File: src/rtl/uart_word_stream_bridge.sv
`default_nettype none
// ============================================================================
// Module  : uart_word_stream_bridge
// Brief   : Packs UART bytes into DUT input words and unpacks DUT result words
//           into UART bytes; traffic counters are viewable on the debug LEDs.
// Rev     : 1.0 - initial release
// ============================================================================
module uart_word_stream_bridge #(
    parameter int INPUT_WORD_BYTES  = 4,
    parameter int OUTPUT_WORD_BYTES = 4,
    parameter int LSB_FIRST         = 1
) (
    input  logic                           clock,
    input  logic                           reset,
    input  logic [7:0]                     received_data,
    input  logic                           received_valid,
    output logic                           received_ready,
    output logic [7:0]                     transmitting_data,
    output logic                           transmitting_valid,
    input  logic                           transmitting_ready,
    output logic [8*INPUT_WORD_BYTES-1:0]  dut_input_data,
    output logic                           dut_input_valid,
    input  logic                           dut_input_ready,
    input  logic [8*OUTPUT_WORD_BYTES-1:0] dut_output_data,
    input  logic                           dut_output_valid,
    output logic                           dut_output_ready,
    input  logic                           display_next_debug_value_button,
    output logic [7:0]                     debug_leds
);

    localparam int c_in_idx_w  = (INPUT_WORD_BYTES  > 1) ? $clog2(INPUT_WORD_BYTES)  : 1;
    localparam int c_out_idx_w = (OUTPUT_WORD_BYTES > 1) ? $clog2(OUTPUT_WORD_BYTES) : 1;
    localparam logic [c_in_idx_w-1:0]  c_in_last  = c_in_idx_w'(INPUT_WORD_BYTES - 1);
    localparam logic [c_out_idx_w-1:0] c_out_last = c_out_idx_w'(OUTPUT_WORD_BYTES - 1);

    typedef enum logic [0:0] {
        ASM_COLLECT = 1'b0,
        ASM_PRESENT = 1'b1
    } asm_state_t;

    typedef enum logic [0:0] {
        SER_IDLE = 1'b0,
        SER_SEND = 1'b1
    } ser_state_t;

    asm_state_t                     r_asm_state;
    logic [c_in_idx_w-1:0]          r_in_idx;
    logic [8*INPUT_WORD_BYTES-1:0]  r_in_word;
    logic                           r_rx_ready;
    logic                           r_in_valid;

    ser_state_t                     r_ser_state;
    logic [c_out_idx_w-1:0]         r_out_idx;
    logic [8*OUTPUT_WORD_BYTES-1:0] r_out_word;
    logic                           r_out_ready;
    logic                           r_tx_valid;

    logic [15:0]                    r_rx_bytes;
    logic [15:0]                    r_in_words;
    logic [15:0]                    r_out_words;
    logic [15:0]                    r_tx_bytes;

    logic                           r_btn_meta;
    logic                           r_btn_sync;
    logic                           r_btn_prev;
    logic [2:0]                     r_view;
    logic [7:0]                     r_leds;

    logic                           w_rx_hs;
    logic                           w_in_hs;
    logic                           w_out_hs;
    logic                           w_tx_hs;
    logic                           w_btn_edge;
    logic [c_in_idx_w-1:0]          w_in_slot;
    logic [c_out_idx_w-1:0]         w_out_slot;
    logic [7:0]                     w_tx_byte;

    assign w_rx_hs  = received_valid   && r_rx_ready;
    assign w_in_hs  = r_in_valid       && dut_input_ready;
    assign w_out_hs = dut_output_valid && r_out_ready;
    assign w_tx_hs  = r_tx_valid       && transmitting_ready;

    // Byte order is mirrored in both directions when LSB_FIRST is cleared.
    assign w_in_slot  = (LSB_FIRST != 0) ? r_in_idx  : (c_in_last  - r_in_idx);
    assign w_out_slot = (LSB_FIRST != 0) ? r_out_idx : (c_out_last - r_out_idx);

    // ------------------------------------------------------------------
    // Assembler: UART bytes -> DUT input word
    // ------------------------------------------------------------------
    always_ff @(posedge clock) begin
        if (!reset) begin
            r_asm_state <= ASM_COLLECT;
            r_in_idx    <= '0;
            r_in_word   <= '0;
            r_rx_ready  <= 1'b1;
            r_in_valid  <= 1'b0;
        end else begin
            case (r_asm_state)
                ASM_COLLECT: begin
                    if (w_rx_hs) begin
                        for (int s = 0; s < INPUT_WORD_BYTES; s++) begin
                            if (w_in_slot == c_in_idx_w'(s)) begin
                                r_in_word[s*8 +: 8] <= received_data;
                            end
                        end
                        if (r_in_idx == c_in_last) begin
                            r_in_idx    <= '0;
                            r_asm_state <= ASM_PRESENT;
                            r_rx_ready  <= 1'b0;
                            r_in_valid  <= 1'b1;
                        end else begin
                            r_in_idx <= r_in_idx + 1'b1;
                        end
                    end
                end
                ASM_PRESENT: begin
                    if (dut_input_ready) begin
                        r_asm_state <= ASM_COLLECT;
                        r_rx_ready  <= 1'b1;
                        r_in_valid  <= 1'b0;
                    end
                end
                default: begin
                    r_asm_state <= ASM_COLLECT;
                    r_in_idx    <= '0;
                    r_rx_ready  <= 1'b1;
                    r_in_valid  <= 1'b0;
                end
            endcase
        end
    end

    // ------------------------------------------------------------------
    // Serialiser: DUT output word -> UART bytes
    // ------------------------------------------------------------------
    always_ff @(posedge clock) begin
        if (!reset) begin
            r_ser_state <= SER_IDLE;
            r_out_idx   <= '0;
            r_out_word  <= '0;
            r_out_ready <= 1'b1;
            r_tx_valid  <= 1'b0;
        end else begin
            case (r_ser_state)
                SER_IDLE: begin
                    if (w_out_hs) begin
                        r_out_word  <= dut_output_data;
                        r_out_idx   <= '0;
                        r_ser_state <= SER_SEND;
                        r_out_ready <= 1'b0;
                        r_tx_valid  <= 1'b1;
                    end
                end
                SER_SEND: begin
                    if (transmitting_ready) begin
                        if (r_out_idx == c_out_last) begin
                            r_out_idx   <= '0;
                            r_ser_state <= SER_IDLE;
                            r_out_ready <= 1'b1;
                            r_tx_valid  <= 1'b0;
                        end else begin
                            r_out_idx <= r_out_idx + 1'b1;
                        end
                    end
                end
                default: begin
                    r_ser_state <= SER_IDLE;
                    r_out_idx   <= '0;
                    r_out_ready <= 1'b1;
                    r_tx_valid  <= 1'b0;
                end
            endcase
        end
    end

    always_comb begin
        w_tx_byte = 8'h00;
        for (int s = 0; s < OUTPUT_WORD_BYTES; s++) begin
            if (w_out_slot == c_out_idx_w'(s)) begin
                w_tx_byte = r_out_word[s*8 +: 8];
            end
        end
    end

    // ------------------------------------------------------------------
    // Traffic counters (free-running, wrap at 16 bits)
    // ------------------------------------------------------------------
    always_ff @(posedge clock) begin
        if (!reset) begin
            r_rx_bytes  <= '0;
            r_in_words  <= '0;
            r_out_words <= '0;
            r_tx_bytes  <= '0;
        end else begin
            if (w_rx_hs)  r_rx_bytes  <= r_rx_bytes  + 16'd1;
            if (w_in_hs)  r_in_words  <= r_in_words  + 16'd1;
            if (w_out_hs) r_out_words <= r_out_words + 16'd1;
            if (w_tx_hs)  r_tx_bytes  <= r_tx_bytes  + 16'd1;
        end
    end

    // ------------------------------------------------------------------
    // Debug view selection and LED register
    // ------------------------------------------------------------------
    assign w_btn_edge = r_btn_sync && !r_btn_prev;

    always_ff @(posedge clock) begin
        if (!reset) begin
            r_btn_meta <= 1'b0;
            r_btn_sync <= 1'b0;
            r_btn_prev <= 1'b0;
            r_view     <= 3'd0;
        end else begin
            r_btn_meta <= display_next_debug_value_button;
            r_btn_sync <= r_btn_meta;
            r_btn_prev <= r_btn_sync;
            if (w_btn_edge) begin
                r_view <= r_view + 3'd1;
            end
        end
    end

    always_ff @(posedge clock) begin
        if (!reset) begin
            r_leds <= 8'h00;
        end else begin
            case (r_view)
                3'd0:    r_leds <= r_in_words[7:0];
                3'd1:    r_leds <= r_in_words[15:8];
                3'd2:    r_leds <= r_out_words[7:0];
                3'd3:    r_leds <= r_out_words[15:8];
                3'd4:    r_leds <= r_rx_bytes[7:0];
                3'd5:    r_leds <= r_rx_bytes[15:8];
                3'd6:    r_leds <= r_tx_bytes[7:0];
                default: r_leds <= r_tx_bytes[15:8];
            endcase
        end
    end

    assign received_ready     = r_rx_ready;
    assign dut_input_data     = r_in_word;
    assign dut_input_valid    = r_in_valid;
    assign dut_output_ready   = r_out_ready;
    assign transmitting_valid = r_tx_valid;
    assign transmitting_data  = w_tx_byte;
    assign debug_leds         = r_leds;

endmodule
`default_nettype wire

File: config.mk
export PLATFORM = sky130hd
export DESIGN_NAME = uart_word_stream_bridge
export DESIGN_NICKNAME = d
export VERILOG_FILES = /design/src/rtl/uart_word_stream_bridge.sv
export SDC_FILE = /design/constraint.sdc
export NUM_CORES = 1
export LEC_CHECK = 0
export BUFFER_PORTS_ARGS = -buffer_cell sky130_fd_sc_hd__buf_2
export CAP_MARGIN = 20
export CORE_MARGIN = 5
export CORE_UTILIZATION = 40
export CTS_BUF_LIST = sky130_fd_sc_hd__clkbuf_4
export CTS_CLUSTER_SIZE = 25
export DETAILED_ROUTE_END_ITERATION = 6
export HOLD_SLACK_MARGIN = 0.02
export PLACE_DENSITY = 0.58
export SKIP_LAST_GASP = 1
export SLEW_MARGIN = 20
export SYNTH_ARGS = -nofsm -noshare
export SYNTH_HDL_FRONTEND = slang
export SYNTH_SLANG_ARGS = --single-unit
export TNS_END_PERCENT = 5
File: constraint.sdc
create_clock -name clock -period 2.9 [get_ports clock]
set_clock_uncertainty 0.05 [all_clocks]
set_input_delay 0.87 -clock clock [delete_from_list [all_inputs] [get_ports clock]]
set_output_delay 0.87 -clock clock [all_outputs]
set_load 0.03 [all_outputs]
# Yosys cells after proc, flatten, opt, wreduce, memory -nomap -nowiden
# Index checks and enable logic that the tools add are counted.
# classes
eq_ne	18
n_bitwise	2
n_shift	0
n_mux	34
add_sub_neg	7
n_div	0
order_cmp	0
reduce_logical	18
n_mul	0
# ops
op	count
adder 16 x 1 -> 16 bit (second input constant)	4
one-hot mux 8 bit (7 select lines)	1
two-way mux 8 bit	4
two-way mux 1 bit	18
AND reduction 3 bit	6
one-hot mux 1 bit (2 select lines)	6
inequality test 2 bit (second input constant)	5
equality test 3 bit (second input constant)	3
equality test 2 bit (second input constant)	4
two-way mux 2 bit	4
equality test 3 x 2 -> 1 bit (second input constant)	2
AND reduction 2 bit	3
logical AND 1 bit	5
adder 2 x 1 -> 2 bit (second input constant)	2
equality test 2 x 1 -> 1 bit (second input constant)	2
zero test 2 bit	2
one-hot mux 2 bit (2 select lines)	1
adder 3 x 1 -> 3 bit (second input constant)	1
equality test 3 x 1 -> 1 bit (second input constant)	1
zero test 3 bit	1
inequality test 2 x 1 -> 1 bit (second input constant)	1
inverter 1 bit	2
zero test 1 bit	1
# totals
n_memories	0
in_bits	47
mem_bits_rw	0
regBits	152
rom_bits	0
word_cells	101
latchBits	0

# Depth between registers and ports, before layout
# Gate-level depths: netlist (run 1).
# logic_depth
depth_word	5
depth_mapped	9
depth_no_buf	6

# Worst setup path before layout (run 1)
# OpenSTA, ideal clock, no wires.
# synth_timing
kind	reg-to-output
startpoint	register r_out_idx[1]
endpoint	output transmitting_data[5]
t_arrival_ns	1.845
stages_incl_launch_ff	8
required_time_ns	1.980
path_slack_ns	0.135
path_cell_list	dfxtp_1 inv_1 ha_1 clkbuf_1 nand3b_1 a21oi_1 a21oi_1 o21ai_0
# synth_between
elab_chain_len	5
word_cells_on_any_way	8
# synth_lines
item	line	source
start: declaration	53	logic [c_out_idx_w-1:0] r_out_idx;
start signal: assignment	162	r_out_idx <= r_out_idx + 1'b1;
zero test 2 bit	179	if (w_out_slot == c_out_idx_w'(s)) begin
two-way mux 8 bit (3 in a row)	179	
two-way mux 8 bit (*)	179	
end: declaration	18	output logic [7:0] transmitting_data,
# Every way passes the cells marked *; elsewhere a longest branch is shown, timed or not.

# Worst setup path in the final report (run 1)
# layout_timing
startpoint	register r_out_idx[1]
endpoint	output transmitting_data[3]
# Same word-level chain as after synthesis.

==> flow_summary.json, run 1 <==
{
  "outcome": "complete, but fails checks",
  "violations": "setup timing",
  "hold_viol": 0,
  "end_kind": "output port",
  "fin_util_pct": 46.55,
  "clk_pin_slew_ns": 0.16,
  "yosysTopAreaCell": "dfxtp_1",
  "synth-main-ff-cell": "dfxtp_1",
  "cts_root_buf": "clkbuf_4",
  "rsz0062_at_grt": "yes",
  "ant_nets": 0,
  "synth_edf_count": 0,
  "drive_gt1_share_pct": 16.96,
  "gp_congestion": 0.8181,
  "synthTopCellsByArea": "dfxtp_1, nand2_1, a21oi_1",
  "total_power_uw": 3975,
  "placed_cells": 1107,
  "io_pins": 99,
  "syn_area_sq_um": 6655,
  "drt_iter0_drc": 310,
  "cap_violations": 0,
  "drv_slew": 0,
  "startpoint_type": "flop",
  "htree_levels": 4,
  "place_hpwl_um": 11990,
  "irDropWorstVdd_mv": 0.3656,
  "most-common-layout-cells": "nand2_1, dfxtp_1, a21oi_1",
  "wirelength_um": 16980,
  "path_delay_family": "buffers and inverters",
  "cellPowerDensity_nw_per_um2": 518.6,
  "drtPass1Iterations": 5,
  "max_stage_delay_ns": 0.37,
  "highest-signal-layer": "met4",
  "critical_path_arrival_ns": 1.99,
  "cp_num_buf_inv": 3,
  "cts_buffer_depth": 2,
  "cp.depth": 8,
  "synth_nets": 896,
  "post_drt_wl_per_cell_um": 14.88,
  "reg2regPathDepth": 6,
  "synthArstFlopShare_pct": 0,
  "setup_tns_ns": -0.007616,
  "vias": 5883,
  "synth_cells": 832,
  "vias_per_cell": 5.156,
  "track_usage_pct": 17.73,
  "route.detailed.drc": 0,
  "port_buffers": 98,
  "finalNonFillerCells": 1141,
  "cts_hold_buf": 0,
  "ys_ff_latch": 152,
  "grt_pass1_vias": 5459,
  "grt_max_degree": 46,
  "finalSetupViolCount": 1,
  "placementRows": 47,
  "fin_crit_sh_pct": 100.3,
  "fillers": 1728,
  "maxSlewHeadroom_pct": 56.90,
  "grt.overflow.total": 0,
  "path_cells": "inv_2 > ha_4 > buf_6 > nand2_1 > a21oi_1 > a21oi_1 > o21ai_0 > buf_4",
  "tightestPinTransition_ns": 0.6302,
  "clkSinkCount": 152,
  "synthToLayoutAreaGrowth_pct": 15.17,
  "cp_max_fo": 9,
  "die_x_um": 139.0,
  "met3_wirelength_um": 865,
  "met1_length_um": 7826,
  "critPathRequiredTime_ns": 1.98,
  "die_y_um": 139.0,
  "fin_nets": 971,
  "cts_buffers": 17,
  "grt_antenna_before_repair": 1,
  "cts_tree": "yes",
  "worstSetupPathType": "flop to output port",
  "clock_latency_ns": 0.58,
  "setup_ws_ns": -0.007616,
  "cp_common_cell": "a21oi_1",
  "synth_top_area_share_pct": 45.72,
  "dieArea_sq_um": 19320,
  "route.met2.wl_um": 7998,
  "min_path_cells": 1,
  "avgSynthCellArea_sq_um": 7.999,
  "hp-class": "flop to flop",
  "core_area_sq_um": 16470,
  "yosys_warnings": 0,
  "period_needed_ns": 2.908,
  "ys_seq_area_share_pct": 45.72,
  "leakage_uw": 0.002866,
  "layout_commonest_cell": "nand2_1",
  "ys_types": 41,
  "start_util_pct": 40.42,
  "grt_pass1_wl_um": 27960,
  "slowest_stage": "dfxtp_2",
  "fmaxAchievable_ghz": 0.3439
}
-- cell families (layout without fill, tap and decap cells) --
logic type | Yosys count | in the layout | synth area share (%)
adders and majority gates | 17 | 17 | 3.196
DFF | 152 | 152 | 45.72
and+or+nand+nor | 369 | 369 | 25.32
xor gates and xnor gates | 44 | 44 | 5.791
buffers and inverters | 66 | 154 | 3.722
AOI/OAI and AO/OA | 176 | 176 | 15.02
muxes | 8 | 8 | 1.222
other | 0 | 1 | 0
-- repair_timing --
item / in CTS / in global routing
gates resized for setup: 19 / 4
setup endpoints to repair: 8 / 8
pin swaps: 1 / 1
setup buffers: 1 / 0
-- flip-flops by register name, summed over array words and instances (netlist names), 3 cells and up --
register,flops
debug_leds,8
dut_input_data,32
r_out_word,32
r_rx_bytes,16
r_view,3
r_in_words,16
r_tx_bytes,16
r_out_words,16
-- Yosys cell counts (9+ instances only) --
master,count
a21oi_1,113
a221oi_1,10
and2_1,9
clkbuf_1,50
dfxtp_1,152
ha_1,17
inv_1,14
nand2_1,186
nand3_1,24
nand4_1,18
nor2_1,61
nor3_1,10
nor4_1,11
o21ai_0,30
or3_1,13
xnor2_1,23
xor2_1,21
-- routing by layer --
| layer | global-route usage, % | vias to the layer above |
|---|---|---|
| met2 | 28.59 | 130 |
| met1 | 22.99 | 2711 |
| met3 | 5.207 | 22 |
| met5 | 0 | - |
| met4 | 5.613 | 0 |
| li1 | - | 3020 |
-- worst reg2reg max path: stages (launching register included) --
cell       delay [ns]
dfxtp_1          0.43
inv_1            0.09
ha_1             0.42
a221oi_1         0.32
a21oi_1          0.10
a2111oi_0        0.61
nor2_1           0.12
-- cell type report --
class / instances / area, sq um / area share, %
antenna: 1 / 2.502 / 0.03265
clock buffer: 17 / 127.6 / 1.665
clock inverter: 15 / 153.9 / 2.008
inverter: 15 / 58.81 / 0.7672
multi-input combinational: 614 / 3397 / 44.32
sequential: 152 / 3045 / 39.73
tap: 220 / 275.3 / 3.591
timing repair buffer: 107 / 604.3 / 7.884
-- path summary, 6_finish.rpt --
path,to,startpoint,slack [ns]
min reg2reg,r_btn_sync$_SDFF_PN0_,r_btn_meta$_SDFF_PN0_,0.41
min,r_btn_sync$_SDFF_PN0_,r_btn_meta$_SDFF_PN0_,0.41
max,transmitting_data[3],r_out_idx[1]$_SDFFE_PN0P_,-0.008
max reg2reg,debug_leds[2]$_SDFF_PN0_,r_view[0]$_SDFFE_PN0P_,0.65
-- power breakdown --
group | internal, uW | switching (uW) | total [uW]
Combinational | 148 | 282 | 431
Sequential | 2160 | 52.1 | 2210
Clock | 462 | 873 | 1330
-- stage by stage --
| step | setup WS [ns] | hold slack (ns) | area (sq um) |
|---|---|---|---|
| 2_1_floorplan | 0.1351 | 0.3619 | 6655 |
| 3_3_place_gp | 0.3297 | 0.3869 | 7320 |
| 3_5_place_dp | 0.3573 | 0.3700 | 7320 |
| 4_1_cts | -0.04071 | 0.4081 | 7657 |
| 5_1_grt | -0.1731 | 0.3818 | 7665 |
| 6_report | -0.007616 | 0.4105 | 7665 |
No activity file was read; power rests on OpenSTA's default activity.
==> inputs of run 2 (changes only) <==
--- a/config.mk
+++ b/config.mk
@@ -7,7 +7,7 @@
 export LEC_CHECK = 0
 export BUFFER_PORTS_ARGS = -buffer_cell sky130_fd_sc_hd__buf_2
 export CAP_MARGIN = 20
-export CORE_MARGIN = 5
+export CORE_MARGIN = 2
 export CORE_UTILIZATION = 40
 export CTS_BUF_LIST = sky130_fd_sc_hd__clkbuf_4
 export CTS_CLUSTER_SIZE = 25
==> run 2 against run 1 <==
  * The flow still finishes with violations (setup timing)
  * Critical path depth stayed put
  * Sequential power hardly changed
  * Clock power is 5% lower
  * Clock-buffer cell count stayed put
  * Via count is 0.75% lower
  * Total power is 1.5% lower
  * Non-clock buffer count is 1 lower
  * Die area is 8.4% lower
  * Fmax is 0.57% lower
  * Final cell count hardly changed
  * Worst setup slack worse by 0.017 ns
==> flow_summary.json, run 2 (synthesis gave the netlist of run 1 again) <==
{
  "outcome": "complete, but fails checks",
  "hp-class": "flop to flop",
  "period_needed_ns": 2.924,
  "grt.overflow.total": 0,
  "fin_crit_sh_pct": 100.8,
  "grt_max_degree": 134,
  "gp_congestion": 0.7984,
  "clkSinkCount": 152,
  "wirelength_um": 16900,
  "start_util_pct": 40.56,
  "grt_antenna_before_repair": 1,
  "grt_pass1_vias": 5283,
  "violations": "setup timing",
  "cap_violations": 0,
  "netSwitchingFraction_pct": 29.84,
  "critPathRequiredTime_ns": 1.98,
  "vias_per_cell": 5.122,
  "maxSlewHeadroom_pct": 55.24,
  "drtPass1Iterations": 4,
  "hold_viol": 0,
  "cts_buffers": 17,
  "clk_pin_slew_ns": 0.13,
  "grt_pass1_wl_um": 27340,
  "setup_tns_ns": -0.02418,
  "place_hpwl_um": 11660,
  "ant_nets": 0,
  "route.detailed.drc": 0,
  "critPathLaunch": "r_out_idx[1]$_SDFFE_PN0P_",
  "rr_startpoint": "r_view[0]$_SDFFE_PN0P_",
  "p_sw_uw": 1169,
  "track_usage_pct": 19.35,
  "p_seq_share_pct": 56.4,
  "cts_root_buf": "clkbuf_4",
  "core_area_sq_um": 16410,
  "dieArea_sq_um": 17690,
  "fin_hold_ws_ns": 0.4133,
  "drive_gt1_share_pct": 16.76,
  "drv_slew": 0,
  "synthToLayoutAreaGrowth_pct": 15.21,
  "cts_hold_buf": 0,
  "io_pins": 99,
  "drt_iter0_drc": 354,
  "irDropWorstVdd_mv": 0.3479,
  "setup_ws_ns": -0.02418,
  "rsz0062_at_grt": "yes",
  "die_x_um": 133.0,
  "layout_commonest_cell": "nand2_1",
  "cts_buffer_depth": 2,
  "final_area_sq_um": 7667,
  "cts_tree": "yes",
  "cp-endpoint": "transmitting_data[7]",
  "post_drt_wl_per_cell_um": 14.82,
  "cp_max_fo": 6,
  "tightestPinTransition_ns": 0.6545,
  "p_clk_share_pct": 32.5,
  "most-common-layout-cells": "nand2_1, dfxtp_1, a21oi_1",
  "leakage_uw": 0.002852,
  "power_frac_comb_pct": 11.1,
  "rrSetupSlack_ns": 0.66,
  "reg2regPathDepth": 6,
  "worstSetupPathType": "flop to output port",
  "clock_latency_ns": 0.55,
  "die_y_um": 133.0,
  "fin_nets": 970,
  "startpoint_type": "flop",
  "finalSetupViolCount": 1,
  "port_buffers": 98,
  "vias": 5839,
  "fillers": 1683,
  "placementRows": 47,
  "critical_path_arrival_ns": 2.00,
  "htree_levels": 4,
  "placed_cell_area_sq_um": 7305,
  "end_kind": "output port",
  "cellPowerDensity_nw_per_um2": 510.9,
  "p_int_uw": 2748,
  "reg2reg_to": "debug_leds[2]$_SDFF_PN0_",
  "fmaxAchievable_ghz": 0.3420
}
-- run 2: critical path: stages (launching register included) --
cell and delay (ns):
dfxtp_4 0.40, inv_4 0.06, ha_4 0.17, buf_6 0.12, nand3b_1 0.14, a21oi_1 0.12, a21oi_1 0.05, o21ai_1 0.20
buf_4 0.20
-- run 2: repair_timing --
action / in CTS / in global routing
setup endpoints to repair: 8 / 8
setup buffers: 0 / 2
hold endpoints to repair: 0 / 0
resized for setup: 16 / 19
pin swaps: 0 / 4
-- run 2: cell type report --
type	count	area, sq um	share of cell area [%]
Timing Repair Buffer	106	603.1	7.866
Tap cell	220	275.3	3.590
Multi-Input combinational cell	614	3407	44.44
Sequential cell	152	3048	39.75
Antenna cell	1	2.502	0.03264
Clock buffer	17	127.6	1.664
Clock inverter	15	142.6	1.860
Inverter	15	61.31	0.7996
-- run 2: how the worst min path moves through the flow --
stage / cells after the start / start / endpoint
after floorplan: 1 / r_btn_meta$_SDFF_PN0_ / r_btn_sync$_SDFF_PN0_
after global placement: 1 / r_btn_meta$_SDFF_PN0_ / r_btn_sync$_SDFF_PN0_
after detailed placement: 1 / r_btn_meta$_SDFF_PN0_ / r_btn_sync$_SDFF_PN0_
after CTS: 2 / dut_input_data[18]$_SDFFE_PN0P_ / dut_input_data[18]$_SDFFE_PN0P_
after global routing: 2 / display_next_debug_value_button / r_btn_meta$_SDFF_PN0_
final: 2 / dut_input_data[24]$_SDFFE_PN0P_ / dut_input_data[24]$_SDFFE_PN0P_
-- run 2: metrics by stage --
| step | worst slack [ns] | util, % | std cells | power, uW |
|---|---|---|---|---|
| floorplan | 0.1351 | - | 832 | 2527 |
| global placement | 0.3527 | 44.52 | 1105 | 2679 |
| detailed placement | 0.3374 | 44.52 | 1105 | 2681 |
| CTS | -0.04376 | 46.44 | 1137 | 3951 |
| global route | -0.1183 | 46.73 | 1140 | 4101 |
| finish | -0.02418 | 46.73 | 1140 | 3917 |
-- run 2: routing by layer --
layer / up-vias / routed length (um) / track usage [%]
li1: 3011 / - / -
met1: 2691 / 7673 / 25.50
met2: 122 / 8132 / 31.26
met3: 15 / 864 / 5.019
met4: 0 / 229 / 5.735
met5: - / 0 / 0
-- run 2: power groups by stage --
stage / clock [uW] / combinational (uW) / sequential [uW]
after global routing: 1400 / 487 / 2220
after floorplan: 0 / 238 / 2290
after CTS: 1310 / 433 / 2210
final: 1270 / 436 / 2210
after detailed placement: 0 / 424 / 2260
after global placement: 0 / 423 / 2260
